`src/rtl/ibex_trace_event_arbiter.sv`:
```
`default_nettype none
// ============================================================================
// Module      : ibex_trace_event_arbiter
// Description : Merges IF and ID/EX trace events into one ordered, timestamped
//               stream with FIFO buffering and in-order LOST drop markers.
// Revision    : 1.0 - initial release
// ============================================================================
module ibex_trace_event_arbiter #(
    parameter int DEPTH = 8,
    parameter int CYC_W = 32
) (
    input  logic                       clk,
    input  logic                       rst_n,
    input  logic                       trace_en,
    input  logic                       if_evt,
    input  logic [1:0]                 if_kind,
    input  logic [31:0]                if_pc,
    input  logic [31:0]                if_insn,
    input  logic                       if_c,
    input  logic [15:0]                if_c_insn,
    input  logic                       ex_evt,
    input  logic                       ex_kind,
    input  logic [31:0]                ex_pc,
    output logic                       out_valid,
    input  logic                       out_ready,
    output logic [2:0]                 out_kind,
    output logic [31:0]                out_pc,
    output logic [31:0]                out_insn,
    output logic                       out_c,
    output logic [15:0]                out_c_insn,
    output logic [CYC_W-1:0]           out_cycle,
    output logic [$clog2(DEPTH):0]     fifo_level,
    output logic                       ovf_sticky
);

    localparam int PTR_W = $clog2(DEPTH);
    localparam int LVL_W = PTR_W + 1;

    localparam logic [2:0] c_kind_idex = 3'd3;
    localparam logic [2:0] c_kind_lost = 3'd5;

    typedef struct packed {
        logic [2:0]       kind;
        logic [31:0]      pc;
        logic [31:0]      insn;
        logic             c;
        logic [15:0]      c_insn;
        logic [CYC_W-1:0] cycle;
    } entry_t;

    entry_t             r_mem [DEPTH];
    logic [PTR_W-1:0]   r_wr_ptr;
    logic [PTR_W-1:0]   r_rd_ptr;
    logic [LVL_W-1:0]   r_level;
    logic [CYC_W-1:0]   r_cyc;
    logic [15:0]        r_lost_cnt;
    logic               r_lost_pending;
    logic               r_ovf;

    logic               w_if_req;
    logic               w_ex_req;
    logic [1:0]         w_req_cnt;
    logic [LVL_W-1:0]   w_free;
    logic               w_pop;
    logic [16:0]        w_pend_sum;
    logic [15:0]        w_pend_sat;
    logic [16:0]        w_drop_sum;
    logic [15:0]        w_drop_sat;
    entry_t             w_if_ent;
    entry_t             w_ex_ent;
    entry_t             w_lost_ent;
    entry_t             w_ent0;
    entry_t             w_ent1;
    logic               w_push0;
    logic               w_push1;
    logic [1:0]         w_drops;
    logic               w_lost_clear;
    logic [LVL_W-1:0]   w_n_push;
    entry_t             w_head;

    assign w_if_req  = trace_en & if_evt;
    assign w_ex_req  = trace_en & ex_evt;
    assign w_req_cnt = {1'b0, w_if_req} + {1'b0, w_ex_req};
    // Free space is taken at cycle start; a same-cycle pop does not help pushes.
    assign w_free    = LVL_W'(DEPTH) - r_level;
    assign out_valid = (r_level != '0);
    assign w_pop     = out_valid & out_ready;

    assign w_pend_sum = {1'b0, r_lost_cnt} + {15'd0, w_req_cnt};
    assign w_pend_sat = w_pend_sum[16] ? 16'hFFFF : w_pend_sum[15:0];

    assign w_if_ent   = '{kind: {1'b0, if_kind}, pc: if_pc, insn: if_insn,
                          c: if_c, c_insn: if_c_insn, cycle: r_cyc};
    assign w_ex_ent   = '{kind: c_kind_idex + {2'b00, ex_kind}, pc: ex_pc, insn: 32'd0,
                          c: 1'b0, c_insn: 16'd0, cycle: r_cyc};
    assign w_lost_ent = '{kind: c_kind_lost, pc: {16'd0, w_pend_sat}, insn: 32'd0,
                          c: 1'b0, c_insn: 16'd0, cycle: r_cyc};

    always_comb begin
        w_push0      = 1'b0;
        w_push1      = 1'b0;
        w_ent0       = w_if_ent;
        w_ent1       = w_ex_ent;
        w_drops      = 2'd0;
        w_lost_clear = 1'b0;
        if (r_lost_pending) begin
            // Everything presented while a marker is owed is dropped and folded into it.
            w_drops = w_req_cnt;
            if (w_free != '0) begin
                w_push0      = 1'b1;
                w_ent0       = w_lost_ent;
                w_lost_clear = 1'b1;
            end
        end else if (w_free >= LVL_W'(2)) begin
            if (w_if_req) begin
                w_push0 = 1'b1;
                w_push1 = w_ex_req;
            end else if (w_ex_req) begin
                w_push0 = 1'b1;
                w_ent0  = w_ex_ent;
            end
        end else if (w_free == LVL_W'(1)) begin
            if (w_if_req) begin
                w_push0 = 1'b1;
                w_drops = {1'b0, w_ex_req};
            end else if (w_ex_req) begin
                w_push0 = 1'b1;
                w_ent0  = w_ex_ent;
            end
        end else begin
            w_drops = w_req_cnt;
        end
    end

    assign w_n_push   = LVL_W'(w_push0) + LVL_W'(w_push1);
    assign w_drop_sum = {1'b0, r_lost_cnt} + {15'd0, w_drops};
    assign w_drop_sat = w_drop_sum[16] ? 16'hFFFF : w_drop_sum[15:0];

    always_ff @(posedge clk) begin
        if (!rst_n) begin
            r_wr_ptr       <= '0;
            r_rd_ptr       <= '0;
            r_level        <= '0;
            r_cyc          <= '0;
            r_lost_cnt     <= 16'd0;
            r_lost_pending <= 1'b0;
            r_ovf          <= 1'b0;
        end else begin
            r_cyc    <= r_cyc + CYC_W'(1);
            r_wr_ptr <= r_wr_ptr + PTR_W'(w_n_push);
            if (w_pop) begin
                r_rd_ptr <= r_rd_ptr + PTR_W'(1);
            end
            r_level <= r_level + w_n_push - LVL_W'(w_pop);
            if (w_lost_clear) begin
                r_lost_cnt     <= 16'd0;
                r_lost_pending <= 1'b0;
            end else if (w_drops != 2'd0) begin
                r_lost_cnt     <= w_drop_sat;
                r_lost_pending <= 1'b1;
            end
            if (w_drops != 2'd0) begin
                r_ovf <= 1'b1;
            end
        end
    end

    // Storage needs no reset: the level counter alone decides what is valid.
    always_ff @(posedge clk) begin
        if (rst_n) begin
            if (w_push0) begin
                r_mem[r_wr_ptr] <= w_ent0;
            end
            if (w_push1) begin
                r_mem[r_wr_ptr + PTR_W'(1)] <= w_ent1;
            end
        end
    end

    assign w_head     = out_valid ? r_mem[r_rd_ptr] : '0;
    assign out_kind   = w_head.kind;
    assign out_pc     = w_head.pc;
    assign out_insn   = w_head.insn;
    assign out_c      = w_head.c;
    assign out_c_insn = w_head.c_insn;
    assign out_cycle  = w_head.cycle;
    assign fifo_level = r_level;
    assign ovf_sticky = r_ovf;

endmodule
`default_nettype wire

```
`config.mk`:
```
export PLATFORM = sky130hd
export DESIGN_NAME = ibex_trace_event_arbiter
export DESIGN_NICKNAME = d
export VERILOG_FILES = /design/src/rtl/ibex_trace_event_arbiter.sv
export SDC_FILE = /design/constraint.sdc
export NUM_CORES = 2
export LEC_CHECK = 0
export BUFFER_PORTS_ARGS = -buffer_cell sky130_fd_sc_hd__buf_4
export CAP_MARGIN = 10
export CORE_MARGIN = 4
export CORE_UTILIZATION = 30
export CTS_CLUSTER_DIAMETER = 60
export DETAILED_ROUTE_END_ITERATION = 8
export MAX_ROUTING_LAYER = met4
export PLACE_DENSITY = 0.46
export SYNTH_ARGS = -nofsm -noshare
export SYNTH_HDL_FRONTEND = slang
export SYNTH_SLANG_ARGS = --single-unit
```
`constraint.sdc`:
```
create_clock -name clk -period 4.2 [get_ports clk]
set_input_delay 0.84 -clock clk [delete_from_list [all_inputs] [get_ports clk]]
set_output_delay 0.84 -clock clk [all_outputs]
set_load 0.03 [all_outputs]
```
==> impl.org <==
** GRT
- Wire length of the first global-routing pass :: around 220,000 um
- Via count of the first global-routing pass :: 31,100
- Maximum number of pins on one net before global-route repair :: 132
- Initial antenna violation count :: 9
- Aggregate global routing overflow :: 0
- Global routing used 19.3% of the available tracks.

** Clock tree
- H-tree levels :: 3
- For this design, the CTS-stage hold fixing added 0 buffers.
- Counting the buffers created by CTS gives approximately 110.
- Counting along the longest clock path gives a buffer depth of 3.
- The number of gates resized after CTS was 0.
- The cell sitting at the root of the clock tree is a clkbuf_16.
- Clock sink count :: 991
- TritonCTS clock tree :: built
- Source-to-sink clock delay at the later pin of the worst-skew pair :: 0.74 ns
- The number of setup buffers added after CTS is 0.
- After clock tree synthesis, the clock-pin slew on the worst setup and hold paths is 0.06 ns.

** Synthesis
- Largest cells by area after synthesis :: edfxtp_1 36%, dfxtp_1 20%, mux4_2 12%, o21ai_0 7.0%, nand3_1 4.6%
- Counting every instance in the synthesized netlist gives a little under 4,000.
- Cell with the most instances after synthesis :: o21ai_0
- Of the synthesized area, sequential elements account for 56.5%.
- By count the netlist is led by 628 x o21ai_0, 536 x edfxtp_1, 455 x dfxtp_1.
- In this run, synthesis produced a sequential element count of 991.
- The largest total area in the synthesized netlist belongs to edfxtp_1.
- In this run, synthesis inferred between 500 and 600 flip-flops with an integrated enable.
- Synthesis Warnings :: 0
- When the netlist entered floorplanning its net count stood at 4,043.
- Counting distinct cell types in the post-synthesis netlist gives 57.
- Post-synthesis instance area :: 44,600 um2
- Async set-or-reset flop fraction in the synthesized netlist :: 0%
- Proportion of netlist area held by the largest area contributor :: 36.1%
- A synthesized cell averages 11.5 um2.
- For this run, the leading register cell type out of synthesis is edfxtp_1.

** Route
- Detailed Route Iter0 Violations :: 2,658
- Wire length reported by the detailed router :: approximately 150,000 um
- In this run the remaining antenna-violating nets after routing total 0.
- Number of search-and-repair iterations in the first detailed-routing pass :: 5
- After detailed routing, the average wire length per cell comes to approximately 25 um.
- For this run, design rule violations remaining after detail routing come to 0.
- Detailed routing inserted a total of 31,200 vias.
- Vias per inst :: 5.19

** Run status
- Outcome :: finished, final reports clean

** Setup path
- The slowest stage of the critical path belongs to the cell mux2i_1.
- Of all nets on the critical path, the largest fanout is 53.
- Buffering stage count on the worst path with inverters included :: 2
- Cell-by-cell trace of the critical path :: buf_12 -> mux4_2 -> mux2i_1 -> nor2_1 -> buf_4
- The worst register-to-register path begins at fifo_level[0].
- For the worst setup path, the data required time is 3.36 ns.
- Sort of element at the end of the critical path :: primary output
- For this run, the slowest stage of the critical path takes 0.67 ns.
- Data arrives at the worst endpoint at 3.18 ns.
- STA classifies the critical path startpoint as a flop.
- Across all register-to-register paths, the minimum setup slack is between 0.5 and 0.6 ns.
- The worst setup path is of the flop to primary output kind.
- The cell family contributing the most delay on the critical path is multiplexers.

** Timing
- Setup-failing EPs final :: 0
- The number of hold violations in the final report came to 0.
- Subtracting the final worst setup slack from the clock period gives 4.02 ns.
- Setup repair after global routing left no endpoint under its margin.
- Max-slew headroom at the worst pin :: 25.8%
- Of the available clock period, the critical path in the final layout requires 95.7%.
- Sum Neg Setup Slack :: 0 ns
- Slew Limit Fails :: 0
- Derived from the worst setup path, the maximum achievable clock frequency is ~250 MHz.
- Worst slew pin tran :: ~1.1 ns
- Final setup skew :: 0.0453 ns
- After layout, the worst setup slack is 0.182 ns.

** Cells and area
- The area growth from synthesis to layout is 18.2%.
- FILL cells :: 14,500
- In the final design database the tool counted 4,115 nets.
- Of the cells placed in the final design, the portion with a size suffix greater than 1 is between 10% and 20%.
- Final design instance area without fill :: around 53,000 um2

** Hold path
- Min-Delay Path Class :: primary input to flop
- Startpoint of the lowest-slack hold path :: ex_pc[24]

** Placement
- Dpl hpwl :: 80,900 um
- In this run the tool buffered the top-level ports with 243 buffer cells.
- Pre-CTS setup slack :: 0.295 ns
- GPL Wtd Cong :: ~0.83
- Once placement finished, the instance area stood at 48,800 um2.

** Die
- For this design the top-level I/O count stands at 244.
- Core area :: 148,000 um2
- Die ar. :: 155,000 um2
- The floorplan step set the die height to approximately 400 um.
- The floorplan has 141 rows.
- Initial cell density of the core :: 30.2%
- The die is between 300 and 400 um wide.

** Pwr
- In this run the power density over the cells is slightly above 600 nW/um2.
- In this run the static leakage power is 18.1 nW.
- Peak supply drop :: 0.409 mV

** Job
- Max-cap check violation count :: 0
flip-flops by register name, indices dropped and copies added, names as in the netlist, named ones only:
name,flops
r_cyc,32
r_rd_ptr,3
r_lost_cnt,16
ovf_sticky,1
r_lost_pending,1
r_mem,928
fifo_level,4
r_wr_ptr,3
tightest hold or removal path: stages:
cell     delay [ns]
buf_4          0.13
nand2_1        0.05
o21ai_0        0.06
report_power, final:
group          internal, mW  total [mW]  switching [mW]
combinational          3.94        10.2            6.25
sequential             11.6        12.2           0.642
clock                  5.97        10.2            4.26
cell usage in the layout (no fill, tap or decap), types with 15 or more instances in the layout:
cell type  synthesis  final
a22o_1            32     32
buf_12             0     36
and3_1            23     23
xor2_1            18     18
and2_1           264    271
nand2_1          308    292
clkbuf_16          0    113
mux4_2           232    232
dfxtp_1          455    452
inv_1             24     24
o22ai_1           22     22
a21oi_1           63     63
buf_4              0    311
clkinv_2           0     18
nor2_1           162    161
nand3_1          413    413
clkbuf_1         219     17
edfxtp_1         536    536
ha_1              21     21
o21ai_0          628    628
clkbuf_8           0     30
nand2_4            0     16
mux2i_1          118    118
nand4_1           17     17
nor3_1            15     15
xnor2_1           34     34
layer usage:
metal | vias up | GRT usage [%] | part of all wire, %
met4 | 0 | 4.73 | 1.9
met3 | 171 | 3.14 | 5.8
li1 | 14500 | - | -
met5 | - | - | 0
met1 | 15600 | 26.1 | 45
met2 | 880 | 30.4 | 47
final timing paths:
path | end | cells past startpoint
worst max-delay path | out_c_insn[2] | 5
worst min-delay path | r_mem[6][105] | 3
worst max register to register | r_lost_cnt[6] | 14
worst min register to register | r_mem[7][56] | 2
cells by family (layout without fill, tap and decap cells):
group | count (synthesis) | after routing | synth area share (%)
and+or+nand+nor | 1255 | 1255 | 13.8
DFF | 991 | 991 | 56.5
AOI/OAI and AO/OA | 805 | 805 | 9.85
buffers and inverters | 418 | 590 | 3.73
muxes | 350 | 350 | 14.4
xor gates and xnor gates | 52 | 52 | 1.02
adders and majority gates | 25 | 25 | 0.768
other | 0 | 7 | 0
stage by stage:
| stage | std cells | hold slack, ns | util (%) | power [mW] |
|---|---|---|---|---|
| 4_1_cts | 5998 | 0.373 | 35.7 | 33.1 |
| 3_5_place_dp | 5783 | 0.456 | 33.0 | 22.8 |
| 2_1_floorplan | 3896 | 0.438 | - | 18.8 |
| 5_1_grt | 6005 | 0.421 | 35.7 | 34.3 |
| 6_report | 6005 | 0.432 | 35.7 | 32.6 |
| 3_3_place_gp | 5783 | 0.448 | 33.0 | 22.7 |
layout make-up:
class / instances / area (um2) / area share, %
inverters: 28 / 105 / 0.199
flip-flops and latches: 991 / 25200 / 47.8
diodes: 7 / 17.5 / 0.0332
clock buffers: 163 / 3320 / 6.30
well taps: 1930 / 2410 / 4.58
repair buffers: 347 / 3060 / 5.79
multi-input cells: 2487 / 18000 / 34.2
clock inverters: 52 / 588 / 1.12
Note: power is estimated with default switching activity, not from simulation.
